$ cat config.mk
export PLATFORM = sky130hd
export DESIGN_NAME = rr_hazard_ctrl_flat
export DESIGN_NICKNAME = d
export VERILOG_FILES = /design/src/rtl/rr_hazard_ctrl_if.sv /design/src/rtl/rr_hazard_ctrl.sv /design/src/flat_wrapper.sv
export SDC_FILE = /design/constraint.sdc
export NUM_CORES = 1
export LEC_CHECK = 0
export ABC_AREA = 0
export CAP_MARGIN = 20
export CORE_ASPECT_RATIO = 0.7
export CORE_MARGIN = 4
export CORE_UTILIZATION = 46
export DETAILED_ROUTE_END_ITERATION = 8
export PLACE_DENSITY = 0.8
export REMOVE_ABC_BUFFERS = 1
export SLEW_MARGIN = 10
export SYNTH_ARGS = -nofsm -noshare
export SYNTH_HDL_FRONTEND = slang
export SYNTH_SLANG_ARGS = --single-unit
$ cat constraint.sdc
create_clock -name clk -period 2.83 [get_ports clk]
set_clock_uncertainty 0.15 [all_clocks]
set_input_delay 0.283 -clock clk [delete_from_list [all_inputs] [get_ports clk]]
set_output_delay 0.283 -clock clk [all_outputs]
set_load 0.01 [all_outputs]
$ cat src/rtl/rr_hazard_ctrl_if.sv
// RR-stage hazard controller bundle: pipeline-side requests into the
// controller and issue/stall/flush/scoreboard status back out.
//
// Signals (master = pipeline, slave = controller):
//   rr_valid, rr_rx, rr_ry, rr_use_rx, rr_use_ry   RR instruction operands
//   rr_wr_en, rr_rd                                RR instruction destination
//   ex_ready, ex_br_taken                          EX acceptance / branch
//   wb_wr_en, wb_rd                                WB register-file write
//   drain_req                                      stop issue and empty pipe
//   rr_issue, rr_stall, flush, drained             control outputs
//   pending                                        scoreboard, bit i = Ri busy
//   stall_count                                    saturating stall cycles
//   fwd_x, fwd_y                                   WB bypass selects
interface rr_hazard_ctrl_if #(
   parameter int STALL_CNT_W = 16
);
   logic                   rr_valid;
   logic [2:0]             rr_rx;
   logic [2:0]             rr_ry;
   logic                   rr_use_rx;
   logic                   rr_use_ry;
   logic                   rr_wr_en;
   logic [2:0]             rr_rd;
   logic                   ex_ready;
   logic                   ex_br_taken;
   logic                   wb_wr_en;
   logic [2:0]             wb_rd;
   logic                   drain_req;
   logic                   rr_issue;
   logic                   rr_stall;
   logic                   flush;
   logic                   drained;
   logic [7:0]             pending;
   logic [STALL_CNT_W-1:0] stall_count;
   logic                   fwd_x;
   logic                   fwd_y;

   modport master (
      output rr_valid, rr_rx, rr_ry, rr_use_rx, rr_use_ry,
      output rr_wr_en, rr_rd, ex_ready, ex_br_taken,
      output wb_wr_en, wb_rd, drain_req,
      input  rr_issue, rr_stall, flush, drained,
      input  pending, stall_count, fwd_x, fwd_y
   );

   modport slave (
      input  rr_valid, rr_rx, rr_ry, rr_use_rx, rr_use_ry,
      input  rr_wr_en, rr_rd, ex_ready, ex_br_taken,
      input  wb_wr_en, wb_rd, drain_req,
      output rr_issue, rr_stall, flush, drained,
      output pending, stall_count, fwd_x, fwd_y
   );
endinterface

$ cat src/rtl/rr_hazard_ctrl.sv
// RR-stage issue controller: 8-entry write scoreboard, RAW/WAW interlock,
// branch flush sequencing and orderly drain/halt of the pipeline.
//
// Ports:
//   clk    clock
//   reset  asynchronous, active-high reset
//   bus    rr_hazard_ctrl_if.slave (see interface file for signal list)
//
// Parameters:
//   FLUSH_CYCLES  cycles spent in FLUSH after a taken branch (>=1)
//   STALL_CNT_W   width of the saturating stall counter
//
// Optional feature macro: RR_WB_FORWARD_EN
//   Defined:   the register being written back this cycle is treated as
//              ready, and fwd_x/fwd_y select the WB bypass for it.
//   Undefined: a dependent instruction waits until the cycle after WB;
//              fwd_x/fwd_y are tied low.
module rr_hazard_ctrl #(
   parameter int FLUSH_CYCLES = 1,
   parameter int STALL_CNT_W  = 16
) (
   input  logic            clk,
   input  logic            reset,
   rr_hazard_ctrl_if.slave bus
);

   typedef enum logic [1:0] {
      S_RUN,
      S_FLUSH,
      S_DRAIN,
      S_HALT
   } state_t;

   localparam int FCW =
      (FLUSH_CYCLES > 1) ? $clog2(FLUSH_CYCLES) : 1;
   localparam logic [FCW-1:0] FLUSH_LOAD = FCW'(FLUSH_CYCLES - 1);
   localparam logic [FCW-1:0] FCNT_ONE   = FCW'(1);
   localparam logic [STALL_CNT_W-1:0] SCNT_ONE = STALL_CNT_W'(1);

   state_t                 state_q;
   state_t                 state_d;
   logic [FCW-1:0]         fcnt_q;
   logic [FCW-1:0]         fcnt_d;
   logic [7:0]             pend_q;
   logic [7:0]             pend_d;
   logic [STALL_CNT_W-1:0] scnt_q;
   logic [STALL_CNT_W-1:0] scnt_d;

   logic [7:0] wb_oh;
   logic [7:0] rd_oh;
   logic [7:0] epend;
   logic       hz;
   logic       issue;
   logic       stall;
   logic       flush_w;
   logic       drained_w;
   logic       fwd_x_w;
   logic       fwd_y_w;

   // ---------------------------------------------------------------
   // Scoreboard view used by the interlock
   // ---------------------------------------------------------------
   always_comb begin
      wb_oh = 8'h00;
      if (bus.wb_wr_en) begin
         wb_oh = 8'h01 << bus.wb_rd;
      end
   end

   always_comb begin
      rd_oh = 8'h00;
      if (issue && bus.rr_wr_en) begin
         rd_oh = 8'h01 << bus.rr_rd;
      end
   end

`ifdef RR_WB_FORWARD_EN
   // A register completing in WB this cycle can be bypassed, so it
   // no longer blocks the RR instruction.
   assign epend = pend_q & ~wb_oh;
`else
   assign epend = pend_q;
`endif

   assign hz = bus.rr_valid &
               ((bus.rr_use_rx & epend[bus.rr_rx]) |
                (bus.rr_use_ry & epend[bus.rr_ry]) |
                (bus.rr_wr_en  & epend[bus.rr_rd]));

   // ---------------------------------------------------------------
   // FSM: state register
   // ---------------------------------------------------------------
   always_ff @(posedge clk or posedge reset) begin
      if (reset) begin
         state_q <= S_RUN;
         fcnt_q  <= '0;
      end else begin
         state_q <= state_d;
         fcnt_q  <= fcnt_d;
      end
   end

   // ---------------------------------------------------------------
   // FSM: next state
   // ---------------------------------------------------------------
   always_comb begin
      state_d = state_q;
      fcnt_d  = fcnt_q;
      unique case (state_q)
         S_RUN: begin
            // Branch wins over a simultaneous drain request.
            if (bus.ex_br_taken) begin
               state_d = S_FLUSH;
               fcnt_d  = FLUSH_LOAD;
            end else if (bus.drain_req) begin
               state_d = S_DRAIN;
            end
         end
         S_FLUSH: begin
            if (fcnt_q == '0) begin
               state_d = S_RUN;
            end else begin
               fcnt_d = fcnt_q - FCNT_ONE;
            end
         end
         S_DRAIN: begin
            // Wait until nothing is in flight and no write is landing.
            if ((pend_q == 8'h00) && !bus.wb_wr_en) begin
               state_d = S_HALT;
            end
         end
         S_HALT: begin
            if (!bus.drain_req) begin
               state_d = S_RUN;
            end
         end
         default: begin
            state_d = S_RUN;
         end
      endcase
   end

   // ---------------------------------------------------------------
   // FSM: outputs (all forced low while reset is held)
   // ---------------------------------------------------------------
   always_comb begin
      issue     = 1'b0;
      flush_w   = 1'b0;
      stall     = 1'b0;
      drained_w = 1'b0;
      if (!reset) begin
         issue     = bus.rr_valid & ~hz & bus.ex_ready &
                     ~bus.ex_br_taken & (state_q == S_RUN);
         flush_w   = bus.ex_br_taken | (state_q == S_FLUSH);
         stall     = bus.rr_valid & ~issue & ~flush_w;
         drained_w = (state_q == S_HALT);
      end
   end

`ifdef RR_WB_FORWARD_EN
   assign fwd_x_w = issue & bus.rr_use_rx & bus.wb_wr_en &
                    (bus.rr_rx == bus.wb_rd);
   assign fwd_y_w = issue & bus.rr_use_ry & bus.wb_wr_en &
                    (bus.rr_ry == bus.wb_rd);
`else
   assign fwd_x_w = 1'b0;
   assign fwd_y_w = 1'b0;
`endif

   // ---------------------------------------------------------------
   // Scoreboard and stall counter
   // ---------------------------------------------------------------
   // Set is applied after clear so a same-register set/clear keeps
   // the bit: the newly issued write is still outstanding.
   assign pend_d = (pend_q & ~wb_oh) | rd_oh;

   always_comb begin
      scnt_d = scnt_q;
      if (stall && (scnt_q != '1)) begin
         scnt_d = scnt_q + SCNT_ONE;
      end
   end

   always_ff @(posedge clk or posedge reset) begin
      if (reset) begin
         pend_q <= 8'h00;
         scnt_q <= '0;
      end else begin
         pend_q <= pend_d;
         scnt_q <= scnt_d;
      end
   end

   assign bus.rr_issue    = issue;
   assign bus.rr_stall    = stall;
   assign bus.flush       = flush_w;
   assign bus.drained     = drained_w;
   assign bus.pending     = pend_q;
   assign bus.stall_count = scnt_q;
   assign bus.fwd_x       = fwd_x_w;
   assign bus.fwd_y       = fwd_y_w;

endmodule

$ cat src/flat_wrapper.sv
// flat-port wrapper written by rule: the top's interface ports become plain ports
module rr_hazard_ctrl_flat 
#(
   parameter int FLUSH_CYCLES = 1,
   parameter int STALL_CNT_W  = 16
)
  (clk, reset, bus_rr_valid, bus_rr_rx, bus_rr_ry, bus_rr_use_rx, bus_rr_use_ry, bus_rr_wr_en, bus_rr_rd, bus_ex_ready, bus_ex_br_taken, bus_wb_wr_en, bus_wb_rd, bus_drain_req, bus_rr_issue, bus_rr_stall, bus_flush, bus_drained, bus_pending, bus_stall_count, bus_fwd_x, bus_fwd_y);
  rr_hazard_ctrl_if #(.STALL_CNT_W(STALL_CNT_W)) bus_i ();
  input  logic clk;
  input  logic reset;
  input wire logic [$bits(bus_i.rr_valid)-1:0] bus_rr_valid;
  input wire logic [$bits(bus_i.rr_rx)-1:0] bus_rr_rx;
  input wire logic [$bits(bus_i.rr_ry)-1:0] bus_rr_ry;
  input wire logic [$bits(bus_i.rr_use_rx)-1:0] bus_rr_use_rx;
  input wire logic [$bits(bus_i.rr_use_ry)-1:0] bus_rr_use_ry;
  input wire logic [$bits(bus_i.rr_wr_en)-1:0] bus_rr_wr_en;
  input wire logic [$bits(bus_i.rr_rd)-1:0] bus_rr_rd;
  input wire logic [$bits(bus_i.ex_ready)-1:0] bus_ex_ready;
  input wire logic [$bits(bus_i.ex_br_taken)-1:0] bus_ex_br_taken;
  input wire logic [$bits(bus_i.wb_wr_en)-1:0] bus_wb_wr_en;
  input wire logic [$bits(bus_i.wb_rd)-1:0] bus_wb_rd;
  input wire logic [$bits(bus_i.drain_req)-1:0] bus_drain_req;
  output wire logic [$bits(bus_i.rr_issue)-1:0] bus_rr_issue;
  output wire logic [$bits(bus_i.rr_stall)-1:0] bus_rr_stall;
  output wire logic [$bits(bus_i.flush)-1:0] bus_flush;
  output wire logic [$bits(bus_i.drained)-1:0] bus_drained;
  output wire logic [$bits(bus_i.pending)-1:0] bus_pending;
  output wire logic [$bits(bus_i.stall_count)-1:0] bus_stall_count;
  output wire logic [$bits(bus_i.fwd_x)-1:0] bus_fwd_x;
  output wire logic [$bits(bus_i.fwd_y)-1:0] bus_fwd_y;
  assign bus_i.rr_valid = bus_rr_valid;
  assign bus_i.rr_rx = bus_rr_rx;
  assign bus_i.rr_ry = bus_rr_ry;
  assign bus_i.rr_use_rx = bus_rr_use_rx;
  assign bus_i.rr_use_ry = bus_rr_use_ry;
  assign bus_i.rr_wr_en = bus_rr_wr_en;
  assign bus_i.rr_rd = bus_rr_rd;
  assign bus_i.ex_ready = bus_ex_ready;
  assign bus_i.ex_br_taken = bus_ex_br_taken;
  assign bus_i.wb_wr_en = bus_wb_wr_en;
  assign bus_i.wb_rd = bus_wb_rd;
  assign bus_i.drain_req = bus_drain_req;
  assign bus_rr_issue = bus_i.rr_issue;
  assign bus_rr_stall = bus_i.rr_stall;
  assign bus_flush = bus_i.flush;
  assign bus_drained = bus_i.drained;
  assign bus_pending = bus_i.pending;
  assign bus_stall_count = bus_i.stall_count;
  assign bus_fwd_x = bus_i.fwd_x;
  assign bus_fwd_y = bus_i.fwd_y;
  rr_hazard_ctrl #(.FLUSH_CYCLES(FLUSH_CYCLES), .STALL_CNT_W(STALL_CNT_W)) u_core (.clk(clk), .reset(reset), .bus(bus_i));
endmodule
# After elaboration in Yosys (flattened, before gate mapping)
# Index checks and enable logic that the tools add are counted.
[word_totals]
ff_bits = 27
in_bits = 22
wordCells = 70
[op_classes]
add_sub_neg = 2
magnitude_cmp = 3
n_eq_ne = 9
n_shift = 2
n_mux = 21
bitwise_logic = 20
n_reduce_logical = 9
[op_table]
columns = ["operator", "n"]
rows = [
  ["16-bit by 1-bit adder with 16-bit output, second input constant", 1],
  ["8-bit 2-to-1 mux", 2],
  ["16-bit inequality test, second input constant", 1],
  ["1-bit by 3-bit << shifter with 8-bit output, first input constant", 2],
  ["3-bit by 4-bit < comparator with 1-bit output, second input constant", 3],
  ["1-bit bitwise AND", 10],
  ["2-bit 2-to-1 mux", 5],
  ["1-bit binary-select mux with 3-bit select", 3],
  ["1-bit 2-to-1 mux", 9],
  ["8-bit bitwise AND", 1],
  ["8-bit logical NOT", 1],
  ["8-bit NOT", 1],
  ["8-bit bitwise OR", 1],
  ["2-bit one-hot mux with 4 select lines", 1],
  ["2-bit inequality test, second input constant", 3],
  ["2-bit == test, second input constant", 2],
  ["1-bit NOT", 4],
  ["4-bit AND reduction", 1],
  ["1-bit logical AND", 3],
  ["3-bit inequality test, second input constant", 1],
  ["1-bit bitwise OR", 3],
  ["2-bit by 1-bit == test with 1-bit output, second input constant", 1],
  ["2-bit logical NOT", 1],
  ["2-bit by 1-bit inequality test with 1-bit output, second input constant", 1],
  ["5 further kinds", 5],
]

# Logic depth before layout (Yosys ltp)
[logic_depth]
word_depth = 16
depth_mapped = 9
ltp_nobuf = 6

# Worst setup path after synthesis
# No wires, ideal clock.
[synth_path]
kind = "input port to output port"
from = "input port bus_rr_rd[1]"
to = "output port bus_rr_stall"
t_arrival_ns = 1.753
slack_ns = 0.644
path_stages = 8
path_buffers = 3
cell_sequence = "buf_2 -> mux4_2 -> mux2_2 -> nand2_1 -> and3b_1 -> buf_4 -> buf_6 -> nor2_1"
[synth_between]
elab_chain_len = 14
[synth_lines]
columns = ["item", "line_no", "text"]
rows = [
  ["start, declared", "flat_wrapper.sv:17", "input wire logic [$bits(bus_i.rr_rd)-1:0] bus_rr_rd;"],
  ["1-bit binary-select mux with 3-bit select", "rr_hazard_ctrl.sv:88", "(bus.rr_wr_en & epend[bus.rr_rd]));"],
  ["1-bit 2-to-1 mux (implied by the code)", "rr_hazard_ctrl.sv:88", ""],
  ["1-bit bitwise AND", "rr_hazard_ctrl.sv:88", ""],
  ["1-bit bitwise OR", "rr_hazard_ctrl.sv:87", "(bus.rr_use_ry & epend[bus.rr_ry]) |"],
  ["1-bit bitwise AND", "rr_hazard_ctrl.sv:85", "assign hz = bus.rr_valid &"],
  ["1-bit NOT", "rr_hazard_ctrl.sv:152", "issue = bus.rr_valid & ~hz & bus.ex_ready &"],
  ["1-bit bitwise AND (3 in series)", "rr_hazard_ctrl.sv:152", ""],
  ["1-bit bitwise AND", "rr_hazard_ctrl.sv:153", "~bus.ex_br_taken & (state_q == S_RUN);"],
  ["1-bit NOT", "rr_hazard_ctrl.sv:155", "stall = bus.rr_valid & ~issue & ~flush_w;"],
  ["1-bit bitwise AND (2 in series)", "rr_hazard_ctrl.sv:155", ""],
  ["1-bit 2-to-1 mux", "rr_hazard_ctrl.sv:151", "if (!reset) begin"],
  ["end, declared", "flat_wrapper.sv:24", "output wire logic [$bits(bus_i.rr_stall)-1:0] bus_rr_stall;"],
]
# Every way passes these cells. The select of a mux whose other input is x is not followed.

# Worst setup path after layout
[layout_path]
from = "register u_core.pend_q[4], in the netlist u_core.bus.pending[4]"
to = "output port bus_rr_stall"
[layout_between]
elab_chain_len = 15
elab_cells_between_ends = 21
classes_between = "mux (7); bitwise (14)"
[layout_lines]
columns = ["item", "line_no", "text"]
rows = [
  ["start, declared", "rr_hazard_ctrl.sv:44", "logic [7:0] pend_q;"],
  ["start signal, assigned", "rr_hazard_ctrl.sv:189", "pend_q <= pend_d;"],
  ["1-bit binary-select mux with 3-bit select, on equally long branches", "rr_hazard_ctrl.sv:86, rr_hazard_ctrl.sv:87", ""],
  ["1-bit 2-to-1 mux, on equally long branches", "rr_hazard_ctrl.sv:86, rr_hazard_ctrl.sv:87", ""],
  ["1-bit bitwise AND, on equally long branches", "rr_hazard_ctrl.sv:86, rr_hazard_ctrl.sv:87", ""],
  ["1-bit bitwise OR", "rr_hazard_ctrl.sv:86", "((bus.rr_use_rx & epend[bus.rr_rx]) |"],
  ["1-bit bitwise OR *", "rr_hazard_ctrl.sv:87", ""],
  ["1-bit bitwise AND *", "rr_hazard_ctrl.sv:85", ""],
  ["1-bit NOT *", "rr_hazard_ctrl.sv:152", ""],
  ["1-bit bitwise AND * (3 in series)", "rr_hazard_ctrl.sv:152", ""],
  ["1-bit bitwise AND *", "rr_hazard_ctrl.sv:153", ""],
  ["1-bit NOT *", "rr_hazard_ctrl.sv:155", ""],
  ["1-bit bitwise AND * (2 in series)", "rr_hazard_ctrl.sv:155", ""],
  ["1-bit 2-to-1 mux *", "rr_hazard_ctrl.sv:151", ""],
]
# Mark *: on every way between the ends. The rest lies on a longest branch, timed or not. The select of a mux whose other input is x is not followed.

==> impl_metrics.tcl <==
set metrics [dict create \
    hold_buffers 0 \
    dpl.hpwl_um 3240 \
    min_from "u_core.bus.stall_count[8]" \
    drive_gt1_share_pct 11.0 \
    r2r_cells 7 \
    cts_buffers 3 \
    worst_setup_path_start_kind "flop" \
    grt_overflow 0 \
    die_area_mm2 0.00450 \
    synth_seq_area_share_pct 40.7 \
    vias_per_cell 5.61 \
    crit_required_ps 2400 \
    grt.total_usage_pct 20.0 \
    rsz0062_at_grt "false" \
    wl_um 4140 \
    hold_violations 0 \
    clock_latency_ps 270 \
    crit_type "flop to output port" \
    slew_headroom_pct 65.1 \
    worstSetupStartpoint "u_core.bus.pending[4]" \
    peakVddDrop_mv 0.548 \
    p_leak_uw 0.000911 \
    first_global_vias 1430 \
    antenna_found_initial 0 \
    diodes 0 \
    ys_types 39 \
    die_x_um 78.5 \
    syn2layout_area_growth_pct 36.9 \
    met3WireLength_um 261 \
    synth-edff-count 0 \
    drv_cap 0 \
    routabilityCongestion 0.856 \
    fmax_mhz 366 \
    yosys_most_used_dff "dfrtp_1" \
    top_layer "met4" \
    r2r_start "u_core.bus.pending[4]" \
    ys_seq_elements 26 \
    hp-class "flop to flop" \
    clock_path_buffers 2 \
    clk_pin_slew_worst_paths_ps 80 \
    grt_pass1_wl_um 7050 \
    power_density_mw_per_mm2 471 \
    syn_avg_cell_area_um2 10.1 \
    die_h_um 57.3 \
    synth_area_mm2 0.00160 \
    fin_hold_ws_ps 356 \
    drtIter0Drc 73 \
    grt_max_degree 27 \
    core_mm2 0.00323 \
    tns_ps 0 \
    crit_path_end_kind "output port" \
    worst_slew_pin_slew_ps 520 \
    vias 1443 \
    period_share_pct 96.6 \
    async_flop_share_pct 100 \
    cts_root_buf "clkbuf_8" \
    nets 235 \
    ant_nets 0 \
    drc 0 \
    hold_path_depth 1 \
    portBuffers 49 \
    start_util_pct 49.5 \
    io_pins 52 \
    yosysWarnings 0 \
    wl_per_cell_um 16.1 \
    dr_wl_met2_um 1960 \
    status "finished clean" \
    fp-row-count 17 \
    arrival_ps 2300 \
    cts.sinks 26 \
    drv_slew 0 \
    setup_viol 0 \
    fillCellCount 258 \
    dr.pass1.iters 4 \
    tritoncts "built" \
    cp_max_fo 6 \
    cts_max_level 1 \
    layout_min_cycle_time_ps 2730 \
    synthCells 158 \
    wl_met1_um 1880 \
]
[repair_timing]
item	in CTS	in global routing
setup endpoints to repair	2	1
buffers inserted	0	0
resized for setup	2	2
[where the power goes]
group	internal (uW)	total (uW)	switching [uW]
sequential	426	505	79.0
combinational	180	322	142
clock	95.3	204	109
[layer usage]
metal | GRT usage [%] | vias up
met5 | 0 | -
met4 | 4.99 | 0
met3 | 3.63 | 4
met2 | 33.3 | 57
met1 | 27.3 | 698
li1 | - | 684
[flip-flops by register name, summed over array words and instances, names as in the netlist]
name                    cells
u_core.bus.stall_count     16
u_core.bus.pending          8
u_core.state_q              2
[cells in the mapped netlist (4+ instances only)]
cell type | n | share of area [%]
o21ai_0 | 10 | 3.1
nand3_1 | 8 | 2.5
nor2_1 | 9 | 2.1
dfrtp_1 | 26 | 41
nor4_1 | 4 | 1.6
xor2_1 | 11 | 6.0
inv_1 | 6 | 1.4
xnor2_1 | 4 | 2.2
nand4_1 | 6 | 2.3
nand2_1 | 10 | 2.3
nor3_1 | 9 | 2.8
nand2b_1 | 5 | 2.0
o31ai_1 | 5 | 2.3
mux4_2 | 4 | 5.6
[layout by cell type (no fill, tap or decap), types with 2 or more instances in the layout]
cell type        netlist  routed
clkdlybuf4s50_1        0      45
dfrtp_1               26      26
xor2_1                11      11
nand2_1               10      10
o21ai_0               10      10
nor2_1                 9       9
nor3_1                 9       9
nand3_1                8       8
inv_1                  6       6
nand4_1                6       6
o31ai_1                5       5
nand2b_1               5       5
buf_4                  3       5
mux4_2                 4       4
xnor2_1                4       4
nor4_1                 4       4
mux2_2                 3       3
nor4b_1                3       3
or3_1                  3       3
clkbuf_8               0       3
nand3b_1               2       2
and3_1                 2       2
nor2b_1                2       2
nor4_4                 2       2
a21oi_1                2       2
o31ai_2                2       2
o21ai_1                2       2
conb_1                 1       2
dlymetal6s2s_1         0       2
dlygate4sd2_1          0       2
[critical path, stage by stage, from the launching register on]
cell,delay (ps)
dfrtp_1,470
mux4_2,480
mux2_2,280
nand2_1,80
and3b_1,180
nor2_1,60
clkdlybuf4s50_1,490
[per-stage QoR]
| stage | cells | power (uW) | utilization [%] | setup WS, ps | area [um^2] |
|---|---|---|---|---|---|
| floorplan | 153 | 648 | - | 410 | 1560 |
| global placement | 254 | 820 | 66.4 | -59.4 | 2150 |
| detailed placement | 254 | 834 | 66.4 | -74.5 | 2150 |
| CTS | 257 | 1040 | 67.6 | 30.1 | 2180 |
| global route | 257 | 1100 | 67.7 | 13.0 | 2190 |
| finish | 257 | 1030 | 67.7 | 95.0 | 2190 |
[path summary, 6_finish.rpt]
kind / endpoint / slack, ps
max in group asynchronous: u_core.bus.pending[7] / 1860
min in group asynchronous: u_core.state_q[1] / 420
setup / recovery: bus_rr_stall / 100
setup reg to reg: u_core.bus.pending[2] / 430
hold / removal: u_core.bus.stall_count[8] / 360
hold reg to reg: u_core.bus.stall_count[8] / 360
[cell families after synthesis]
| logic type | count (synthesis) | synth area share (%) |
|---|---|---|
| compound gates | 23 | 9.39 |
| xor+xnor | 15 | 8.22 |
| fa+ha+maj | 1 | 0.782 |
| buf+inv | 12 | 4.15 |
| flops | 26 | 40.7 |
| mux | 9 | 10.0 |
| other cells | 1 | 0.235 |
| simple gates | 71 | 26.5 |
[layout make-up]
type | instances | area (um^2) | area share (%)
Clock buffer | 3 | 41.3 | 1.89
Inverter | 6 | 22.5 | 1.03
Multi-Input combinational cell | 121 | 886 | 40.5
Sequential cell | 26 | 651 | 29.7
Tap cell | 47 | 58.8 | 2.69
Timing Repair Buffer | 54 | 531 | 24.2
Power figures use the tool's default switching activity.
